## src/rtl/serdes_pkg.sv

```systemverilog
// Shared types and constants for the serial link blocks.
package serdes_pkg;

  localparam int SERDES_W = 16;
  localparam logic [SERDES_W-1:0] DEFAULT_SYNC_WORD = 16'hBC1C;

  typedef enum logic {HUNT, LOCKED} deser_state_t;

endpackage

```

## src/rtl/sync_detector.sv

```systemverilog
// Sliding 16-bit window over the serial stream; flags when the window,
// including the bit being shifted in this edge, equals the sync word.
module sync_detector
  import serdes_pkg::*;
#(
  parameter logic [SERDES_W-1:0] SYNC_WORD = DEFAULT_SYNC_WORD
) (
  input  logic clk,
  input  logic reset_n,
  input  logic shift_en,
  input  logic clear,
  input  logic sdata,
  output logic match
);

  logic [SERDES_W-1:0] window;
  logic [SERDES_W-1:0] next_window;

  assign next_window = {window[SERDES_W-2:0], sdata};
  assign match       = shift_en && (next_window == SYNC_WORD);

  always_ff @(posedge clk or negedge reset_n) begin
    if (!reset_n) begin
      window <= '0;
    end else if (clear) begin
      window <= '0;
    end else if (shift_en) begin
      window <= next_window;
    end
  end

endmodule

```

## src/rtl/deserializer.sv

```systemverilog
// Serial-to-parallel deserializer with sync-word framing and loss-of-lock.
// Define DESER_STATS_EN to build the word_cnt / err_cnt statistics counters.
module deserializer
  import serdes_pkg::*;
#(
  parameter logic [SERDES_W-1:0] SYNC_WORD     = DEFAULT_SYNC_WORD,
  parameter int                  SYNC_INTERVAL = 8,
  parameter int                  MAX_MISS      = 3
) (
  input  logic                clk,
  input  logic                reset_n,
  input  logic                sdata,
  input  logic                sdata_valid,
  output logic [SERDES_W-1:0] pdata,
  output logic                pdata_valid,
  output logic                locked,
  output logic                sync_err,
  output logic [15:0]         word_cnt,
  output logic [7:0]          err_cnt
);

  localparam int PAY_W  = 8;
  localparam int MISS_W = 3;

  deser_state_t        state;
  logic [3:0]          bit_cnt;
  logic [PAY_W-1:0]    pay_cnt;
  logic [MISS_W-1:0]   miss_cnt;
  logic [SERDES_W-1:0] word_sr;
  logic [SERDES_W-1:0] full_word;
  logic                hunting;
  logic                sync_match;

  assign hunting   = (state == HUNT);
  assign full_word = {word_sr[SERDES_W-2:0], sdata};

  // The window only runs while hunting and is held cleared while locked,
  // so a return to HUNT always starts from an empty window.
  sync_detector #(
    .SYNC_WORD (SYNC_WORD)
  ) u_sync_detector (
    .clk      (clk),
    .reset_n  (reset_n),
    .shift_en (hunting && sdata_valid),
    .clear    (!hunting),
    .sdata    (sdata),
    .match    (sync_match)
  );

  always_ff @(posedge clk or negedge reset_n) begin
    if (!reset_n) begin
      state       <= HUNT;
      bit_cnt     <= '0;
      pay_cnt     <= '0;
      miss_cnt    <= '0;
      word_sr     <= '0;
      pdata       <= '0;
      pdata_valid <= 1'b0;
      locked      <= 1'b0;
      sync_err    <= 1'b0;
    end else begin
      pdata_valid <= 1'b0;
      sync_err    <= 1'b0;
      if (sdata_valid) begin
        case (state)
          HUNT: begin
            if (sync_match) begin
              state    <= LOCKED;
              locked   <= 1'b1;
              bit_cnt  <= '0;
              pay_cnt  <= '0;
              miss_cnt <= '0;
              word_sr  <= '0;
            end
          end
          LOCKED: begin
            word_sr <= full_word;
            bit_cnt <= bit_cnt + 4'd1;
            if (bit_cnt == 4'd15) begin
              if (pay_cnt < PAY_W'(SYNC_INTERVAL)) begin
                pdata       <= full_word;
                pdata_valid <= 1'b1;
                pay_cnt     <= pay_cnt + 1'b1;
              end else begin
                // Sync slot: payload counter restarts the frame either way.
                pay_cnt <= '0;
                if (full_word == SYNC_WORD) begin
                  miss_cnt <= '0;
                end else begin
                  sync_err <= 1'b1;
                  if (miss_cnt == MISS_W'(MAX_MISS - 1)) begin
                    state    <= HUNT;
                    locked   <= 1'b0;
                    miss_cnt <= '0;
                  end else begin
                    miss_cnt <= miss_cnt + 1'b1;
                  end
                end
              end
            end
          end
          default: state <= HUNT;
        endcase
      end
    end
  end

`ifdef DESER_STATS_EN
  logic [15:0] word_cnt_q;
  logic [7:0]  err_cnt_q;

  // Counts follow the registered pulses; err_cnt sticks at its maximum.
  always_ff @(posedge clk or negedge reset_n) begin
    if (!reset_n) begin
      word_cnt_q <= '0;
      err_cnt_q  <= '0;
    end else begin
      if (pdata_valid) word_cnt_q <= word_cnt_q + 16'd1;
      if (sync_err && (err_cnt_q != 8'hFF)) err_cnt_q <= err_cnt_q + 8'd1;
    end
  end

  assign word_cnt = word_cnt_q;
  assign err_cnt  = err_cnt_q;
`else
  assign word_cnt = '0;
  assign err_cnt  = '0;
`endif

endmodule

```

## config.mk

```make
export PLATFORM = sky130hd
export DESIGN_NAME = deserializer
export DESIGN_NICKNAME = d
export VERILOG_FILES = /design/src/rtl/serdes_pkg.sv /design/src/rtl/sync_detector.sv /design/src/rtl/deserializer.sv
export SDC_FILE = /design/constraint.sdc
export NUM_CORES = 1
export LEC_CHECK = 0
export ABC_AREA = 1
export CAP_MARGIN = 20
export CORE_UTILIZATION = 45
export DETAILED_ROUTE_END_ITERATION = 8
export DONT_BUFFER_PORTS = 1
export PLACE_DENSITY = 0.57
export SYNTH_ARGS = -nofsm -noshare
export SYNTH_HDL_FRONTEND = slang
export SYNTH_SLANG_ARGS = --single-unit
```

## constraint.sdc

```tcl
create_clock -name clk -period 2.01 [get_ports clk]
set_clock_uncertainty 0.1 [all_clocks]
set_input_delay 0.402 -clock clk [delete_from_list [all_inputs] [get_ports clk]]
set_output_delay 0.402 -clock clk [all_outputs]
set_load 0.1 [all_outputs]
```

# Word level (Yosys, flattened, before mapping)
# Index checks and enable logic that the tools add are counted.
op_classes:
  addsub: 3
  order_cmp: 1
  eq_ne: 9
  n_mux: 37
  n_bitwise: 1
  reduce_logical: 8
ops:
  columns: ["op", "count"]
  rows:
  - ["$mux 15", 3]
  - ["$eq 16x16->1 const B", 2]
  - ["$pmux 15 s2", 1]
  - ["$mux 8", 3]
  - ["$mux 1", 19]
  - ["$pmux 8 s2", 1]
  - ["$mux 3", 5]
  - ["$add 8x1->8 const B", 1]
  - ["$lt 8x4->1 const B", 1]
  - ["$pmux 4 s2", 1]
  - ["$reduce_and 4->1", 2]
  - ["$ne 2x1->1 const B", 3]
  - ["$pmux 3 s2", 1]
  - ["$reduce_and 6->1", 1]
  - ["$add 4x1->4 const B", 1]
  - ["$eq 4x4->1 const B", 1]
  - ["$mux 4", 1]
  - ["$ne 2x2->1 const B", 2]
  - ["$pmux 1 s2", 2]
  - ["$add 3x1->3 const B", 1]
  - ["$eq 3x2->1 const B", 1]
  - ["$reduce_and 3->1", 1]
  - ["$logic_and 1x1->1", 2]
  - ["$reduce_and 2->1", 1]
  - ["other kinds (2)", 2]
word_totals:
  reg_bits: 65
  input_bits: 4
  out_inout_bits: 43
  wordCells: 69

# Depth between registers and ports, before layout
# Gate-level depths: netlist of the first run.
logic_depth:
  ltp_word: 6
  ltp_mapped: 10
  depth_no_buf: 10

# Hierarchy
# Synthesis of the first run repeated with hierarchy kept, for this count alone.
hier_totals:
  cells_unflattened: 329
  hier_area_um2: 3130.5
by_module_without_submodules:
  columns: ["mod", "instances", "cells_each", "area_per_inst_um2", "seq_area_each_um2"]
  rows:
  - ["deserializer", 1, 252, 2414.8, 1251.2]
  - ["sync_detector", 1, 77, 715.7, 375.4]

# Least setup slack after synthesis of the first run
# OpenSTA, ideal clock, no wires.
synth_timing:
  path_kind: "register to register"
  start: "reg bit_cnt[0]"
  end: "reg pdata[0]"
  setup_time_ns: 0.122
  t_arrival_ns: 1.237
  required_ns: 1.788
  path_slack_ns: 0.551
  path_stages_with_launch: 10
  n_path_buf: 1
  synth_period_minus_slack_ns: 1.459
  cell_sequence: "dfrtp_1 ha_1 nand2_1 nor2_2 inv_2 nor2_4 inv_2 buf_6 nand2_1 o21ai_2"
synth_via:
  elab_chain_cells: 2
synth_lines:
  columns: ["element", "line", "text"]
  rows:
  - ["start, declared", "deserializer.sv:26", "logic [3:0] bit_cnt;"]
  - ["start signal, assigned", "deserializer.sv:78", "bit_cnt <= bit_cnt + 4'd1;"]
  - ["$eq 4x4->1", "deserializer.sv:79", "if (bit_cnt == 4'd15) begin"]
  - ["$reduce_and 4->1 (no line)", null, null]
  - ["end signal, assigned", "deserializer.sv:81", "pdata <= full_word;"]
  - ["end, declared", "deserializer.sv:14", "output logic [SERDES_W-1:0] pdata,"]
# No other way between the ends.
# A chain may end at the register's enable or synchronous reset.

# Worst setup path in the final report of the first run
layout_timing:
  start: "reg u_sync_detector.window[8]"
  end: "reg word_sr[12]"
layout_via:
  elab_chain_cells: 4
layout_lines:
  columns: ["element", "line", "text"]
  rows:
  - ["start, declared", "sync_detector.sv:16", "logic [SERDES_W-1:0] window;"]
  - ["start signal, assigned", "sync_detector.sv:28", "window <= next_window;"]
  - ["$eq 16x16->1", "sync_detector.sv:20", "assign match = shift_en && (next_window == SYNC_WORD);"]
  - ["$logic_and 1x1->1", "sync_detector.sv:20", null]
  - ["$ne 2x1->1 (no line)", null, null]
  - ["$reduce_and 2->1 (no line)", null, null]
  - ["end signal, assigned", "deserializer.sv:77", "word_sr <= full_word;"]
  - ["end, declared", "deserializer.sv:29", "logic [SERDES_W-1:0] word_sr;"]
# No other way between the ends.

==> summary.txt, run 1 <==
Status - finished, violations left
Failing checks - DRC
Total global routing overflow - 0
IO Count - 47
Area share of fa/ha/maj cells after synthesis - 0.00816
Largest net degree at the start of global routing - 66
Clock root buffer master - clkbuf_8
Mapped Area - 3070 µm²
Number of synthesized flops with an enable pin - 0
Core box area - 6460 µm²
Slew at the pin closest to its max-slew limit - 0.551 ns
Clock power share - 0.361
Synth area leader - dfrtp_1
Post-CTS sizing - 0
Largest family of logic cells by synthesized area - simple AND/OR/NAND/NOR gates
Pint - 0.00192 W
Pre-Repair DR Iteration Count - 9
HPWL after DPL - 3550 µm
Sequential Power Share - 0.514
Main synth FF type - dfrtp_1
Via count - 2040
GRT Overall Usage - 0.167
Seq cells post-synth - 65
Std cell rows - 29
Reg2Reg Depth - 8
F_max - 0.584 GHz
Simple-Gate Fraction of Synth Area - 0.177
Setup TNS - 0 ns
First-pass GRT wire length - 9180 µm
Max IR drop VDD - 0.549 mV
Sw Pwr - 0.000793 W
Initial core utilization - 0.475
Final worst path period need - 1.71 ns
DR WL/cell - 12.0 µm
# clock sinks - 65
Die H - 84.6 µm
Sequential fraction of the synthesis area - 0.530
Diode count - 0
Maxcap violations - 0
Comb power frac - 0.125
Residual DRC - 5
Compound-cell area share of the yosys netlist - 0.135
Share of post-route cells with drive strength above 1 - 0.198
Unique masters post-synth - 31
H-Tree Level Count - 3
CP Launch Type - flip-flop
Synth Area in XOR/XNOR - 0.00856
Critical Path RT - 2.11 ns
Max clock buf depth - 2
CP Data Arrival Time - 1.81 ns
Period utilization - 0.852
Hold path cells - 1
Clock slew at reported path FFs - 0.07 ns
Post-Syn Instances - 334
Min-delay worst type - in2reg
DRT Wirelength - 5290 µm
Die Area - 7150 µm²
Die X - 84.6 µm
Initial antenna violation count - 0
Starting DRC count in detailed routing - 142
CTS tree - built
Util after Layout - 0.523
Post-route ant nets - 0
Dpl ws - 0.290 ns
Yosys top cell area share - 0.530
Final Max Slew Viols - 0
Skew-Pair Late Insertion Delay - 0.34 ns
Asr flop ratio synth - 1.00
Num CTS Buffers - 9
Largest fanout on the critical path - 20
Final worst slack - 0.297 ns
Worst relative slew slack - 0.632
Mux cell area share after synthesis - 0
Vias per Instance - 4.64
Area Growth Syn to Fin - 10.2%
Nets@finish - 364
Static leakage - 1.60 nW
Gpl congestion - 0.753
Vias in the first global route - 1962
Warnings, synthesis - 0
Power density cells - 803 nW/µm²
RSZ-0062 raised after global routing - no
I/O Buffers - 0
Final hold vios - 0
Post-synthesis area per instance - 9.19 µm²
Critical path class - reg2reg
Setup crit end kind - flip-flop
Main area contributors after synthesis - dfrtp_1 53%, nand2_1 8.3%, buf_4 5.9%
Switching Fraction - 0.292
Final number of setup-violating endpoints - 0
-- state kept, by name, indices dropped and copies added (netlist names) --
name and cells:
pdata 16, u_sync_detector.window 15, word_sr 15, pay_cnt 8, bit_cnt 4, miss_cnt 3
locked 1, pdata_valid 1, state 1, sync_err 1
-- through the flow --
| stage | hold slack (ns) | cell area, µm² | cells | power (W) |
|---|---|---|---|---|
| 2_1_floorplan | 0.00641 | 3150 | 357 | 0.00174 |
| 3_3_place_gp | 0.00835 | 3170 | 422 | 0.00172 |
| 3_5_place_dp | 0.00834 | 3170 | 422 | 0.00173 |
| 4_1_cts | -0.363 | 3340 | 438 | 0.00273 |
| 5_1_grt | 0.0358 | 3380 | 440 | 0.00284 |
| 6_report | 0.0648 | 3380 | 440 | 0.00271 |
-- power groups by stage --
stage	registers [W]	clock network [W]	logic, W
CTS	0.00139	0.00103	0.000307
global route	0.00140	0.00107	0.000370
global placement	0.00142	0	0.000305
finish	0.00139	0.000979	0.000340
floorplan	0.00141	0	0.000326
detailed placement	0.00142	0	0.000307
-- worst paths after layout --
path	from	endpoint	slack, ns
worst min register to register	pdata[8]	pdata[8]	0.39
worst min-delay path	sdata_valid	bit_cnt[0]	0.06
min in group asynchronous	reset_n	miss_cnt[1]	0.50
worst max-delay path	u_sync_detector.window[8]	word_sr[12]	0.30
worst max register to register	u_sync_detector.window[8]	word_sr[12]	0.30
max in group asynchronous	reset_n	u_sync_detector.window[9]	1.02
-- cell usage in the layout, fill, tap and decap left out, types with 4 or more instances in the layout --
| master | instances |
|---|---|
| buf_4 | 20 |
| dfrtp_1 | 65 |
| nor2_1 | 17 |
| nand4_1 | 7 |
| o21ai_1 | 22 |
| nand3_1 | 13 |
| o22ai_1 | 14 |
| inv_2 | 7 |
| o21ai_2 | 18 |
| nand2_1 | 68 |
| inv_1 | 39 |
| a21boi_0 | 4 |
| conb_1 | 24 |
| clkbuf_8 | 11 |
-- cell type report --
class | instances | area [µm²]
Sequential cell | 65 | 1630
Timing Repair Buffer | 23 | 208
Clock inverter | 3 | 15.0
Clock buffer | 13 | 159
Tap cell | 77 | 96.3
Multi-Input combinational cell | 212 | 1100
Fill cell | 636 | 3080
Inverter | 47 | 176
-- what timing repair did --
item / 4_1_cts / 5_1_grt
buffers inserted: 0 / 0
hold endpoints to repair: 65 / 65
setup endpoints to repair: 0 / 0
-- metal layers --
metal	up-vias	global-route usage	part of all wire
met2	53	0.245	0.41
met5	-	0	0
li1	1068	-	-
met4	0	0.0663	0.014
met3	8	0.0580	0.049
met1	911	0.229	0.53
-- synth_stat cells (2+ instances only) --
cell	instances
o22ai_1	14
o21ai_2	18
a21oi_1	2
a21boi_0	4
nor3_1	2
nand3_1	13
nor4_1	2
or2_2	3
o21ai_1	22
nand2_2	2
inv_2	7
inv_1	39
clkbuf_1	3
ha_1	2
dfrtp_1	65
nor2_4	3
buf_6	5
nand4_1	7
nor2_1	17
nand2_1	68
xor2_1	3
buf_4	24
-- cells by family after synthesis --
logic type,after synthesis
buffers and inverters,80
DFF,65
and+or+nand+nor,120
adders and majority gates,2
AOI/OAI and AO/OA,63
xor gates and xnor gates,3
other,1
-- critical path, cell delays in order (launching register included) --
cell,delay [ns]
dfrtp_1,0.37
nor2_1,0.17
nand3_1,0.09
nor2_1,0.13
nand3_2,0.13
nand2_4,0.13
nand2_2,0.25
nand2_1,0.13
o21ai_1,0.07
(Power assumes the default switching activity.)
==> run 2: changes to the inputs <==
- PLACE_DENSITY: 0.57 -> 0.72
==> summary.txt, run 2 (synthesis results as in run 1) <==
GRT Overall Usage - 0.171
Setup TNS - 0 ns
Vias in the first global route - 2075
Top flop regs - pdata x16, u_sync_detector.window x15, word_sr x15
Pint - 0.00196 W
Die Area - 7150 µm²
Power density cells - 816 nW/µm²
Final hold vios - 65
IO Count - 47
Initial antenna violation count - 0
Most frequent cells in the layout - 68 x nand2_1, 65 x dfrtp_1, 39 x inv_1
Clock root buffer master - clkbuf_8
Share of post-route cells with drive strength above 1 - 0.194
Area Growth Syn to Fin - 9.01%
Die X - 84.6 µm
Status - finished, violations left
Post-route ant nets - 0
Comb power frac - 0.114
Max clock buf depth - 2
Worst r2r src - u_sync_detector.window[6]
Largest register FFs - 16
Critical path origin - u_sync_detector.window[6]
Biggest register - pdata
CP Data Arrival Time - 1.83 ns
Total global routing overflow - 0
Maxcap violations - 0
Util after Layout - 0.518
Final number of setup-violating endpoints - 0
Diode count - 0
Die H - 84.6 µm
Worst hold slack - -0.340 ns
F_max - 0.579 GHz
Failing checks - DRC, hold timing
I/O Buffers - 0
Post-CTS Setup Bufs - 0
Max IR drop VDD - 0.416 mV
CTS tree - built
Std cell rows - 29
Worst relative slew slack - 0.643
DR WL/cell - 12.2 µm
DRT Wirelength - 5330 µm
H-Tree Level Count - 3
HPWL after DPL - 3580 µm
CP Launch Type - flip-flop
Largest net degree at the start of global routing - 66
Gpl congestion - 0.781
Via count - 2131
Sequential Power Share - 0.511
# clock sinks - 65
Static leakage - 1.58 nW
Num CTS Buffers - 9
Core box area - 6460 µm²
Initial core utilization - 0.475
Final worst slack - 0.284 ns
Largest fanout on the critical path - 20
Pre-Repair DR Iteration Count - 8
Nets@finish - 362
Vias per Instance - 4.88
Switching Fraction - 0.280
Clock slew at reported path FFs - 0.06 ns
Sw Pwr - 0.000764 W
Commonest non-fill, non-tap cell in the layout - nand2_1
Period utilization - 0.859
Slew at the pin closest to its max-slew limit - 0.534 ns
Final Max Slew Viols - 0
First-pass GRT wire length - 9440 µm
Dpl ws - 0.282 ns
Critical path class - reg2reg
Residual DRC - 6
Min-delay worst type - in2async
RSZ-0062 raised after global routing - no
Final worst path period need - 1.73 ns
Clock power share - 0.375
Setup crit end kind - flip-flop
Critical Path RT - 2.11 ns
Skew-Pair Late Insertion Delay - 0.33 ns
Starting DRC count in detailed routing - 174
run 2: final cells by class:
type                    count  area [µm²]
fillers                   598        3110
flip-flops and latches     65        1630
multi-input cells         212        1100
inverters                  47         176
repair buffers             21         170
clock buffers              11         131
well taps                  77        96.3
clock inverters             4        45.0
run 2: power by group through the flow:
stage          sequential, W  combinational (W)  clock, W
2_1_floorplan        0.00141           0.000326         0
3_3_place_gp         0.00142           0.000303         0
3_5_place_dp         0.00142           0.000308         0
4_1_cts              0.00139           0.000310   0.00105
5_1_grt              0.00140           0.000328   0.00111
6_report             0.00140           0.000310   0.00102
run 2: metal layers:
layer,vias up,track usage,wire [µm],share of wire
li1,1068,-,-,-
met1,1002,0.218,2520,0.47
met2,53,0.268,2490,0.47
met3,8,0.0472,222,0.042
met4,0,0.0863,98,0.018
met5,-,0,0,0
run 2: critical path, stage by stage (launching register included):
cell	delay (ns)
dfrtp_1	0.38
nor2_1	0.17
nand3_1	0.10
nor2_1	0.12
nand3_2	0.13
nand2_4	0.13
nand2_2	0.25
nand2_1	0.13
o21ai_1	0.07
run 2: metrics by stage:
step	instance area [µm²]	std cells	power (W)
detailed placement	3170	422	0.00173
floorplan	3150	357	0.00174
finish	3340	437	0.00273
global route	3340	437	0.00283
CTS	3340	437	0.00275
global placement	3170	422	0.00172
run 2: what timing repair did:
| action | in CTS | in global routing |
|---|---|---|
| resized for setup | 0 | 0 |
| setup endpoints to repair | 0 | 0 |
| hold endpoints to repair | 65 | 65 |
run 2: worst paths after layout:
| kind | depth (start not counted) | to | slack (ns) |
|---|---|---|---|
| setup / recovery | 8 | word_sr[10] | 0.28 |
| hold / removal | 0 | pdata[9] | -0.34 |
| setup reg to reg | 8 | word_sr[10] | 0.28 |
| hold reg to reg | 2 | pdata[9] | 0.39 |
| max in group asynchronous | 0 | u_sync_detector.window[1] | 2.06 |
| min in group clk | 1 | bit_cnt[0] | 0.10 |
==> run 3: changes to the inputs <==
- ABC_AREA: 1 -> unset
==> summary.txt, run 3 <==
Post-Syn Instances - 273
Via count - 1904
Setup crit end kind - flip-flop
Final Max Slew Viols - 0
Seq cells post-synth - 65
Main area contributors after synthesis - dfrtp_1 52%, buf_4 5.7%, mux2i_1 5.1%
Diode count - 0
Area Growth Syn to Fin - 5.68%
Slew at the pin closest to its max-slew limit - 0.909 ns
Final Power - 0.00286 W
Reg2Reg Depth - 4
Asr flop ratio synth - 1.00
# clock sinks - 65
Skew-Pair Late Insertion Delay - 0.34 ns
Vias in the first global route - 1798
Total global routing overflow - 0
Maxcap violations - 0
Gpl congestion - 0.893
CP Data Arrival Time - 1.97 ns
Residual DRC - 0
Max clock buf depth - 2
Min-delay worst type - in2async
Std cell rows - 30
Number of synthesized flops with an enable pin - 0
Most frequent cells in the layout - 65 x dfrtp_1, 24 x nor2_1, 24 x conb_1
F_max - 0.542 GHz
IO Count - 47
Yosys top cell area share - 0.516
Core box area - 6790 µm²
Largest net degree at the start of global routing - 66
Clock root buffer master - clkbuf_8
DRT Wirelength - 5090 µm
Post-route ant nets - 0
Mux cell area share after synthesis - 0.122
GRT Overall Usage - 0.154
CP Launch Type - flip-flop
Failing checks - hold timing
CTS tree - built
Critical path class - reg2reg
Critical-path cell list - nor4b_4 > nand3_2 > o21ai_1 > mux2_1
Static leakage - 1.72 nW
Largest register FFs - 16
Period utilization - 0.918
Largest fanout on the critical path - 11
Status - finished, violations left
Final number of setup-violating endpoints - 0
Max IR drop VDD - 0.353 mV
Synth area leader - dfrtp_1
I/O Buffers - 0
Simple-Gate Fraction of Synth Area - 0.130
Mapped Area - 3150 µm²
DR WL/cell - 13.5 µm
Setup TNS - 0 ns
Unique masters post-synth - 43
Synth top cells by count - 65 x dfrtp_1, 24 x buf_4, 24 x nor2_1
HPWL after DPL - 3380 µm
Post-synthesis area per instance - 11.5 µm²
Main synth FF type - dfrtp_1
Clock slew at reported path FFs - 0.06 ns
Initial core utilization - 0.464
Crit-path slowest cell - dfrtp_1
Final worst path period need - 1.84 ns
Sequential fraction of the synthesis area - 0.516
First-pass GRT wire length - 8530 µm
RSZ-0062 raised after global routing - no
Crit-path max cell delay - 0.54 ns
Critical Path RT - 2.13 ns
Nets@finish - 283
Worst relative slew slack - 0.394
Area share of fa/ha/maj cells after synthesis - 0.00794
Initial antenna violation count - 0
Share of post-route cells with drive strength above 1 - 0.163
Final hold vios - 65
Power density cells - 859 nW/µm²
Most common cell in the netlist - dfrtp_1
Top flop regs - pdata x16, u_sync_detector.window x15, word_sr x15
Starting DRC count in detailed routing - 63
Warnings, synthesis - 0
Num CTS Buffers - 9
Die H - 85.7 µm
Post-CTS Setup Bufs - 0
Compound-cell area share of the yosys netlist - 0.104
H-Tree Level Count - 3
Commonest non-fill, non-tap cell in the layout - dfrtp_1
Vias per Instance - 5.04
Synth Area in XOR/XNOR - 0.00834
Die X - 85.7 µm
Largest family of logic cells by synthesized area - simple AND/OR/NAND/NOR gates
Worst hold slack - -0.348 ns
Biggest register - pdata
Die Area - 7340 µm²
Pre-Repair DR Iteration Count - 4
-- run 3: changes by cell type after synthesis, moves of 9 or more --
| cell | delta |
|---|---|
| o22ai_1 | -14 |
| mux2_4 | +9 |
| a2bb2oi_1 | +16 |
| o21ai_2 | -18 |
| nand2_1 | -63 |
| mux2i_1 | +16 |
| inv_1 | -18 |
| o21ai_1 | -11 |
-- run 3: routing by layer --
layer,GRT usage,up-vias,share of wire
met2,0.220,38,0.46
met3,0.0472,13,0.038
met1,0.204,944,0.48
met4,0.0955,0,0.031
li1,-,909,-
met5,0,-,0
-- run 3: path summary, 6_finish.rpt --
path	slack [ns]	end	start
worst max-delay path	0.17	pay_cnt[1]	state
worst min-delay path	-0.35	pdata[5]	reset_n
worst max register to register	0.17	pay_cnt[1]	state
worst min register to register	0.38	locked	locked
max in group asynchronous	2.05	pay_cnt[4]	reset_n
min in group clk	0.08	bit_cnt[0]	sdata_valid
-- run 3: through the flow --
stage / util / worst slack, ns / std cells / hold slack [ns] / instance area (µm²)
floorplan: - / 0.343 / 296 / 0.00641 / 3240
global placement: 0.464 / 0.214 / 362 / 0.00751 / 3160
detailed placement: 0.464 / 0.175 / 362 / 0.00736 / 3160
CTS: 0.490 / 0.164 / 378 / -0.362 / 3330
global route: 0.490 / 0.0561 / 378 / -0.363 / 3330
finish: 0.490 / 0.165 / 378 / -0.348 / 3330
-- run 3: logic make-up after synthesis --
family          after synthesis
fa+ha+maj                     2
compound gates               44
mux                          33
flops                        65
xor+xnor                      3
simple gates                 67
other cells                   1
buf+inv                      58
-- run 3: timing repair --
item | CTS | global route
hold endpoints to repair | 65 | 65
endpoints found under the setup margin | 0 | 0
gates resized for setup | 0 | 0
-- run 3: power by group --
group          switching (W)  leakage (nW)  internal (W)  total (W)
Clock               0.000457        0.0932      0.000509   0.000966
Combinational       0.000265         0.839      0.000103   0.000368
Sequential          0.000103         0.790       0.00142    0.00152
-- run 3: area by class of cell --
cell class	instances	area (µm²)
well taps	96	120
clock buffers	13	159
flip-flops and latches	65	1630
clock inverters	3	15.0
fillers	624	3460
inverters	21	78.8
multi-input cells	173	1260
repair buffers	7	65.1
-- run 3: worst max-delay path, delay by kind of cell, from the launching register on --
kind	cells	cell delay, ns
flip-flops	1	0.54
multiplexers	1	0.33
AO/OA/AOI/OAI	1	0.22
AND/OR/NAND/NOR	2	0.54
